==> src/rtl/lsu.sv <==
// Load/store unit: turns decoded load/store controls into a single-outstanding
// valid/ready memory transaction and stalls the core until the response returns.
module lsu #(
    parameter int CPU_WIDTH = 32
) (
    input  logic                 i_clk,
    input  logic                 i_rst,
    input  logic                 i_idu_lden,
    input  logic                 i_idu_sten,
    input  logic [2:0]           i_idu_funct3,
    input  logic [CPU_WIDTH-1:0] i_exu_addr,
    input  logic [CPU_WIDTH-1:0] i_rs2_data,
    output logic                 o_lsu_stall,
    output logic                 o_lsu_done,
    output logic                 o_lsu_err,
    output logic [CPU_WIDTH-1:0] o_lsu_rdata,
    output logic                 o_mem_valid,
    input  logic                 i_mem_ready,
    output logic                 o_mem_wen,
    output logic [CPU_WIDTH-1:0] o_mem_addr,
    output logic [CPU_WIDTH-1:0] o_mem_wdata,
    output logic [3:0]           o_mem_wmask,
    input  logic                 i_mem_rvalid,
    input  logic [CPU_WIDTH-1:0] i_mem_rdata
);

    typedef enum logic [1:0] {
        S_IDLE,
        S_REQ,
        S_WAIT,
        S_DONE
    } state_t;

    state_t state, state_next;

    logic       req;
    logic [1:0] off;
    logic       acc_err;
    logic       start;
    logic [2:0] funct3_q;
    logic [1:0] off_q;

    function automatic logic [CPU_WIDTH-1:0] store_data(input logic [CPU_WIDTH-1:0] rs2,
                                                        input logic [1:0] lane);
        return rs2 << {lane, 3'b000};
    endfunction

    function automatic logic [3:0] store_mask(input logic [1:0] size, input logic [1:0] lane);
        case (size)
            2'b00:   return 4'b0001 << lane;
            2'b01:   return 4'b0011 << lane;
            default: return 4'b1111;
        endcase
    endfunction

    // Bring the addressed lane down to bit 0, then extend according to funct3.
    function automatic logic [CPU_WIDTH-1:0] load_ext(input logic [2:0] f3,
                                                      input logic [1:0] lane,
                                                      input logic [CPU_WIDTH-1:0] word);
        logic signed [CPU_WIDTH-1:0] shifted;
        shifted = word >> {lane, 3'b000};
        case (f3)
            3'b000:  return {{24{shifted[7]}}, shifted[7:0]};
            3'b001:  return {{16{shifted[15]}}, shifted[15:0]};
            3'b100:  return {24'd0, shifted[7:0]};
            3'b101:  return {16'd0, shifted[15:0]};
            default: return shifted;
        endcase
    endfunction

    assign req = i_idu_lden | i_idu_sten;
    assign off = i_exu_addr[1:0];

    always_comb begin
        acc_err = 1'b0;
        if (i_idu_lden && i_idu_sten) begin
            acc_err = 1'b1;
        end else if (i_idu_lden) begin
            case (i_idu_funct3)
                3'b000, 3'b100: acc_err = 1'b0;
                3'b001, 3'b101: acc_err = off[0];
                3'b010:         acc_err = (off != 2'b00);
                default:        acc_err = 1'b1;
            endcase
        end else if (i_idu_sten) begin
            case (i_idu_funct3)
                3'b000:  acc_err = 1'b0;
                3'b001:  acc_err = off[0];
                3'b010:  acc_err = (off != 2'b00);
                default: acc_err = 1'b1;
            endcase
        end
    end

    assign start = (state == S_IDLE) && req && !acc_err;

    always_ff @(posedge i_clk or negedge i_rst) begin
        if (!i_rst) begin
            state <= S_IDLE;
        end else begin
            state <= state_next;
        end
    end

    always_comb begin
        state_next  = state;
        o_mem_valid = 1'b0;
        o_lsu_done  = 1'b0;
        o_lsu_err   = 1'b0;
        o_lsu_stall = 1'b0;
        case (state)
            S_IDLE: begin
                o_lsu_err   = acc_err;
                o_lsu_stall = start;
                if (start) begin
                    state_next = S_REQ;
                end
            end
            S_REQ: begin
                o_mem_valid = 1'b1;
                o_lsu_stall = 1'b1;
                if (i_mem_ready) begin
                    state_next = S_WAIT;
                end
            end
            S_WAIT: begin
                o_lsu_stall = 1'b1;
                if (i_mem_rvalid) begin
                    state_next = S_DONE;
                end
            end
            S_DONE: begin
                // Inputs still describe the finishing instruction; never restart here.
                o_lsu_done = 1'b1;
                state_next = S_IDLE;
            end
            default: state_next = S_IDLE;
        endcase
    end

    always_ff @(posedge i_clk or negedge i_rst) begin
        if (!i_rst) begin
            o_mem_wen   <= 1'b0;
            o_mem_addr  <= '0;
            o_mem_wdata <= '0;
            o_mem_wmask <= 4'b0000;
        end else if (start) begin
            o_mem_wen   <= i_idu_sten;
            o_mem_addr  <= {i_exu_addr[CPU_WIDTH-1:2], 2'b00};
            o_mem_wdata <= store_data(i_rs2_data, off);
            o_mem_wmask <= i_idu_sten ? store_mask(i_idu_funct3[1:0], off) : 4'b0000;
        end
    end

    always_ff @(posedge i_clk) begin
        if (start) begin
            funct3_q <= i_idu_funct3;
            off_q    <= off;
        end
    end

    always_ff @(posedge i_clk or negedge i_rst) begin
        if (!i_rst) begin
            o_lsu_rdata <= '0;
        end else if ((state == S_WAIT) && i_mem_rvalid && !o_mem_wen) begin
            o_lsu_rdata <= load_ext(funct3_q, off_q, i_mem_rdata);
        end
    end

endmodule

==> config.mk <==
export PLATFORM = sky130hd
export DESIGN_NAME = lsu
export DESIGN_NICKNAME = d
export VERILOG_FILES = /design/src/rtl/lsu.sv
export SDC_FILE = /design/constraint.sdc
export NUM_CORES = 1
export LEC_CHECK = 0
export BUFFER_PORTS_ARGS = -buffer_cell sky130_fd_sc_hd__buf_2
export CAP_MARGIN = 20
export CORE_MARGIN = 2
export CORE_UTILIZATION = 53
export DETAILED_ROUTE_END_ITERATION = 12
export GPL_TIMING_DRIVEN = 0
export MAX_ROUTING_LAYER = met4
export PLACE_DENSITY = 0.93
export RECOVER_POWER = 100
export SETUP_SLACK_MARGIN = 0.15
export SLEW_MARGIN = 20
export SYNTH_ARGS = -nofsm -noshare
export SYNTH_HDL_FRONTEND = slang
export SYNTH_SLANG_ARGS = --single-unit
==> constraint.sdc <==
create_clock -name i_clk -period 3.4 [get_ports i_clk]
set_input_delay 0.34 -clock i_clk [delete_from_list [all_inputs] [get_ports i_clk]]
set_output_delay 0.34 -clock i_clk [all_outputs]
set_load 0.01 [all_outputs]
# After elaboration in Yosys (flattened, before gate mapping)
# Cells that the tools add are included.
[word_totals]
memories = 0
out_inout_bits = 105
inputBits = 105
romBits = 0
ramBits = 0
word_cells = 59
reg_bits = 106
latch_bits = 0
[classes]
bitwise_logic = 1
add_sub_neg = 0
mul = 0
mux = 16
n_div = 0
n_eq_ne = 14
n_shift = 4
magnitude_cmp = 0
reduce_logical = 16
[op_table]
columns = ["cell", "n"]
rows = [
  ["$pmux W32 S4", 1],
  ["$shl A32 B5 Y32", 1],
  ["$shr A32 B5 Y32", 1],
  ["$eq A3 B3 Y1 const B", 4],
  ["$pmux W2 S4", 1],
  ["$pmux W4 S2", 1],
  ["$eq A3 B1 Y1 const B", 2],
  ["$logic_not A3 Y1", 2],
  ["$mux W1", 6],
  ["$mux W2", 3],
  ["$ne A2 B2 Y1 const B", 3],
  ["$pmux W1 S3", 2],
  ["$reduce_or A2 Y1", 3],
  ["$logic_and A1 B1 Y1", 5],
  ["$eq A2 B1 Y1 const B", 2],
  ["$eq A2 B2 Y1 const B", 2],
  ["$logic_not A2 Y1", 2],
  ["$mux W4", 1],
  ["$shl A1 B2 Y4 const A", 1],
  ["$shl A2 B2 Y4 const A", 1],
  ["$eq A3 B2 Y1 const B", 1],
  ["$reduce_and A3 Y1", 1],
  ["$logic_not A1 Y1", 2],
  ["$pmux W1 S2", 1],
  ["2 further kinds", 2],
]

# Longest topological paths before layout
[depth]
word_depth = 9
depth_mapped = 8
ltp_nobuf = 6

# Worst setup path after synthesis
# No wires, ideal clock.
[synth_timing]
path_kind = "input port to output port"
start = "input port i_idu_sten"
end = "output port o_lsu_stall"
n_path_buf = 3
setup_slack_ps = 1391
path_stages = 7
t_required_ps = 3060
t_arrival_ps = 1669
cell_sequence = "clkbuf_1 o22a_1 o21ai_0 nand3_1 buf_2 buf_4 a21oi_1"
[synth_via]
elab_chain_cells = 6
word_cells_on_any_way = 9
cone_classes = "4 x mux; 1 x bitwise; 4 x reduce/logical"
[synth_rtl]
columns = ["item", "line", "rtl"]
rows = [
  ["start: declaration", "9", "input logic i_idu_sten,"],
  ["$mux W1", "85", "end else if (i_idu_sten) begin"],
  ["$mux W1", "78", "end else if (i_idu_lden) begin"],
  ["$mux W1", "76", "if (i_idu_lden && i_idu_sten) begin"],
  ["$logic_not A1 Y1", "95", "assign start = (state == S_IDLE) && req && !acc_err;"],
  ["$logic_and A1 B1 Y1 *", "95", ""],
  ["$pmux W1 S2 *", "111", "case (state)"],
  ["end: declaration", "13", "output logic o_lsu_stall,"],
]
# Mark *: on every way between the ends. The rest lies on a longest branch, timed or not.

# Final worst setup path
[layout_timing]
start = "register state[0]"
end = "output port o_lsu_stall"
[layout_via]
elab_chain_cells = 4
word_cells_on_any_way = 7
cone_classes = "2 x eq/ne; 1 x mux; 4 x reduce/logical"
[layout_rtl]
columns = ["item", "line", "rtl"]
rows = [
  ["start: declaration", "34", "state_t state, state_next;"],
  ["start signal: assignment", "101", "state <= state_next;"],
  ["$logic_not A2 Y1", "95, 111", ""],
  ["$logic_and A1 B1 Y1 (2 in a row)", "95", ""],
  ["$pmux W1 S2 *", "111", ""],
]
# Marked as above.

==> flow_summary.yaml <==
timing:
  fin_worst_skew_ns: 0.01726
  max_freq_mhz: 349.3
  worst_slew_pin_slew_ns: 1.411
  period_needed_ns: 2.863
  rsz0062_at_grt: "no"
  setup_viol: 0
  fin_crit_sh: 0.8420
  slew_headroom: 0.05946
  hold_viol: 0
  setup_tns_ns: 0
  drv_slew: 0
worst_setup_path:
  crit_top_cell: "clkbuf_1"
  cpPeakStageDelay_ns: 0.53
  cp_cell_sequence: "inv_1 -> ha_1 -> nand3_1 -> clkbuf_1 -> buf_4 -> a21oi_1 -> clkbuf_1"
  timing.rr.start: "off_q[0]"
  required_ns: 3.06
  crit_slowest_cell: "clkbuf_1"
  crit_type: "reg2out"
  startpoint: "state[0]"
  cp_max_fo: 10
  startpoint_type: "flop"
  arrival_ns: 2.52
  crit_path_end_kind: "primary output"
clock_tree:
  cts_tree: "yes"
  cts_setup_buffers: 0
  clockBufferDepth: 2
  cts_resized: 0
  h-tree-depth: 3
  clkSinkCount: 106
  insertion_delay_ns: 0.38
  path_clk_slew_ns: 0.11
  cts_root_buf: "clkbuf_8"
  cts_made_buffers: 9
floorplanning:
  start_util: 0.5499
  ioPinCount: 210
  die_w_um: 104.9
  die_h_um: 104.9
  core_area_sq_um: 9819
  dieArea_sq_um: 11010
  rows: 36
finish:
  drive_above_1_share: 0.2660
  diodes: 0
  fin_nets: 822
  final_cells: 851
  fin_util: 0.6681
  area_growth_pct: 21.48
global_routing:
  track_usage: 0.2864
  antenna_found_initial: 0
  grt-ovfl-total: 0
  grt_pass1_wl_um: 24140
  grt_pass1_vias: 4951
  grt_max_degree: 58
placement:
  portBuffers: 206
  gp_congestion: 0.9843
  hpwl_um: 11740
  dp.cells: 834
drt:
  drc: 0
  dr.pass1.iters: 4
  routed_via_density: 5.483
  post_drt_wl_per_cell_um: 17.80
  vias: 4666
  drt_iter0_drc: 252
  ant_nets: 0
  wirelength_um: 15150
run:
  maxCapViolations: 0
synthesis:
  synth_compound_area_frac: 0.1323
  synth_xor_area_frac: 0
  synth_simple_gate_area_frac: 0.09615
  synth_top_family_by_area: "multiplexers"
  yosys_register_bits: 106
  yosys-mux-area-fraction: 0.2199
  syn_area_per_cell_sq_um: 10.95
  ys.flop_type: "dfrtp_1"
  synth_fa_ha_area_frac: 0.009268
  synthCells: 493
  seq_area_frac_synth: 0.4958
  yosys_warnings: 0
  async_reset_ff_frac: 0.9528
  synth_area_sq_um: 5400
  synth_cell_types: 42
  synth_enable_flop_cells: 5
worst_hold_path:
  worstHoldStart: "i_exu_addr[28]"
  hp-class: "in2reg"
status:
  status: "complete, no violations"
pwr:
  p_leak_nw: 3.076
  power_density_nw_per_um2: 761.2
  ir_drop_mv: 0.4772
[layer usage]
metal  GRT usage  vias up  share of wire
li1            -     2137              -
met1      0.3261     2223           0.39
met2      0.4819      258           0.50
met3     0.05677       48          0.080
met4      0.1438        0          0.032
met5           -        -              0
[state kept, by name, summed over array words and instances, names as in the netlist]
register	flops
state	2
o_mem_addr	30
o_mem_wen	1
funct3_q	3
o_mem_wdata	32
o_mem_wmask	4
o_lsu_rdata	32
off_q	2
[layout make-up]
| class | count | area, sq um |
|---|---|---|
| plain buffers | 36 | 165.2 |
| clock buffers | 12 | 155.1 |
| clock inverters | 4 | 33.78 |
| fillers | 864 | 3259 |
| inverters | 15 | 56.30 |
| multi-input cells | 337 | 2389 |
| flip-flops and latches | 106 | 2678 |
| well taps | 133 | 166.4 |
| repair buffers | 208 | 917.1 |
[cell usage after synthesis (2+ instances only)]
library cell | n | area (sq um)
a21oi_4 | 10 | 162.7
nand2_1 | 29 | 108.9
or2_2 | 2 | 12.51
buf_2 | 11 | 55.05
mux2i_1 | 41 | 410.4
nor2_1 | 51 | 191.4
ha_1 | 4 | 50.05
a21boi_0 | 3 | 22.52
mux2_2 | 67 | 754.5
nand2b_1 | 2 | 12.51
buf_6 | 2 | 22.52
dfrtp_1 | 101 | 2527
o21ai_0 | 27 | 135.1
a21oi_1 | 51 | 255.2
inv_1 | 15 | 56.30
and2_1 | 7 | 43.79
clkbuf_1 | 18 | 67.56
buf_4 | 3 | 22.52
a211oi_1 | 8 | 60.06
nor2b_1 | 14 | 87.58
edfxtp_1 | 5 | 150.1
a21o_1 | 2 | 15.01
[cell usage in the layout (no fill, tap or decap), types with 3 or more instances in the layout]
master,synthesis,routed
a211oi_1,8,8
a21boi_0,3,3
a21oi_1,51,59
and2_1,7,7
buf_2,11,99
buf_4,3,3
clkbuf_1,18,139
clkbuf_8,0,11
dfrtp_1,101,101
edfxtp_1,5,5
ha_1,4,4
inv_1,15,15
mux2_2,67,66
mux2i_1,41,41
nand2_1,29,29
nor2_1,51,51
nor2b_1,14,14
o21ai_0,27,27
[power breakdown]
group	total (mW)	internal (mW)	switching [mW]
Clock	0.748	0.313	0.436
Sequential	2.21	1.87	0.345
Combinational	2.03	0.853	1.18
Total	4.99	3.03	1.96
[critical path: cells and delay by family (launching register included)]
family | cells | cell delay (ns)
flip-flops | 1 | 0.42
AND/OR/NAND/NOR | 1 | 0.27
buffers and inverters | 4 | 1.10
AO/OA/AOI/OAI | 1 | 0.09
adder cells (fa/ha/maj) | 1 | 0.28
[stage by stage]
stage	hold slack, ns	power [mW]	area, sq um	worst slack (ns)
global route	0.1758	5.307	6560	0.3766
finish	0.1903	4.993	6560	0.5374
detailed placement	0.2960	4.513	6635	0.8578
global placement	0.4606	4.375	6601	0.8656
CTS	0.1780	5.258	6834	0.7190
floorplan	0.04441	3.492	5404	1.391
[cells by family after synthesis]
logic type               count (synthesis)
flip-flops                             106
buffers and inverters                   51
AND/OR/NAND/NOR                        113
adder cells (fa/ha/maj)                  4
AO/OA/AOI/OAI                          109
other                                    1
multiplexers                           109
[final timing paths]
| check | slack, ns | endpoint | cells past startpoint |
|---|---|---|---|
| setup / recovery | 0.54 | o_lsu_stall | 7 |
| hold / removal | 0.19 | o_mem_addr[28] | 2 |
| setup reg to reg | 0.83 | o_lsu_rdata[15] | 6 |
| max in group asynchronous | 1.26 | o_lsu_rdata[20] | 3 |
| min in group asynchronous | 0.45 | o_lsu_rdata[27] | 2 |
| hold reg to reg | 0.50 | o_lsu_rdata[6] | 2 |
[timing repair]
item	4_1_cts	5_1_grt
setup endpoints to repair	0	0
endpoints found under the hold margin	44	0
hold buffers	1	0
No activity file was read; power rests on OpenSTA's default activity.
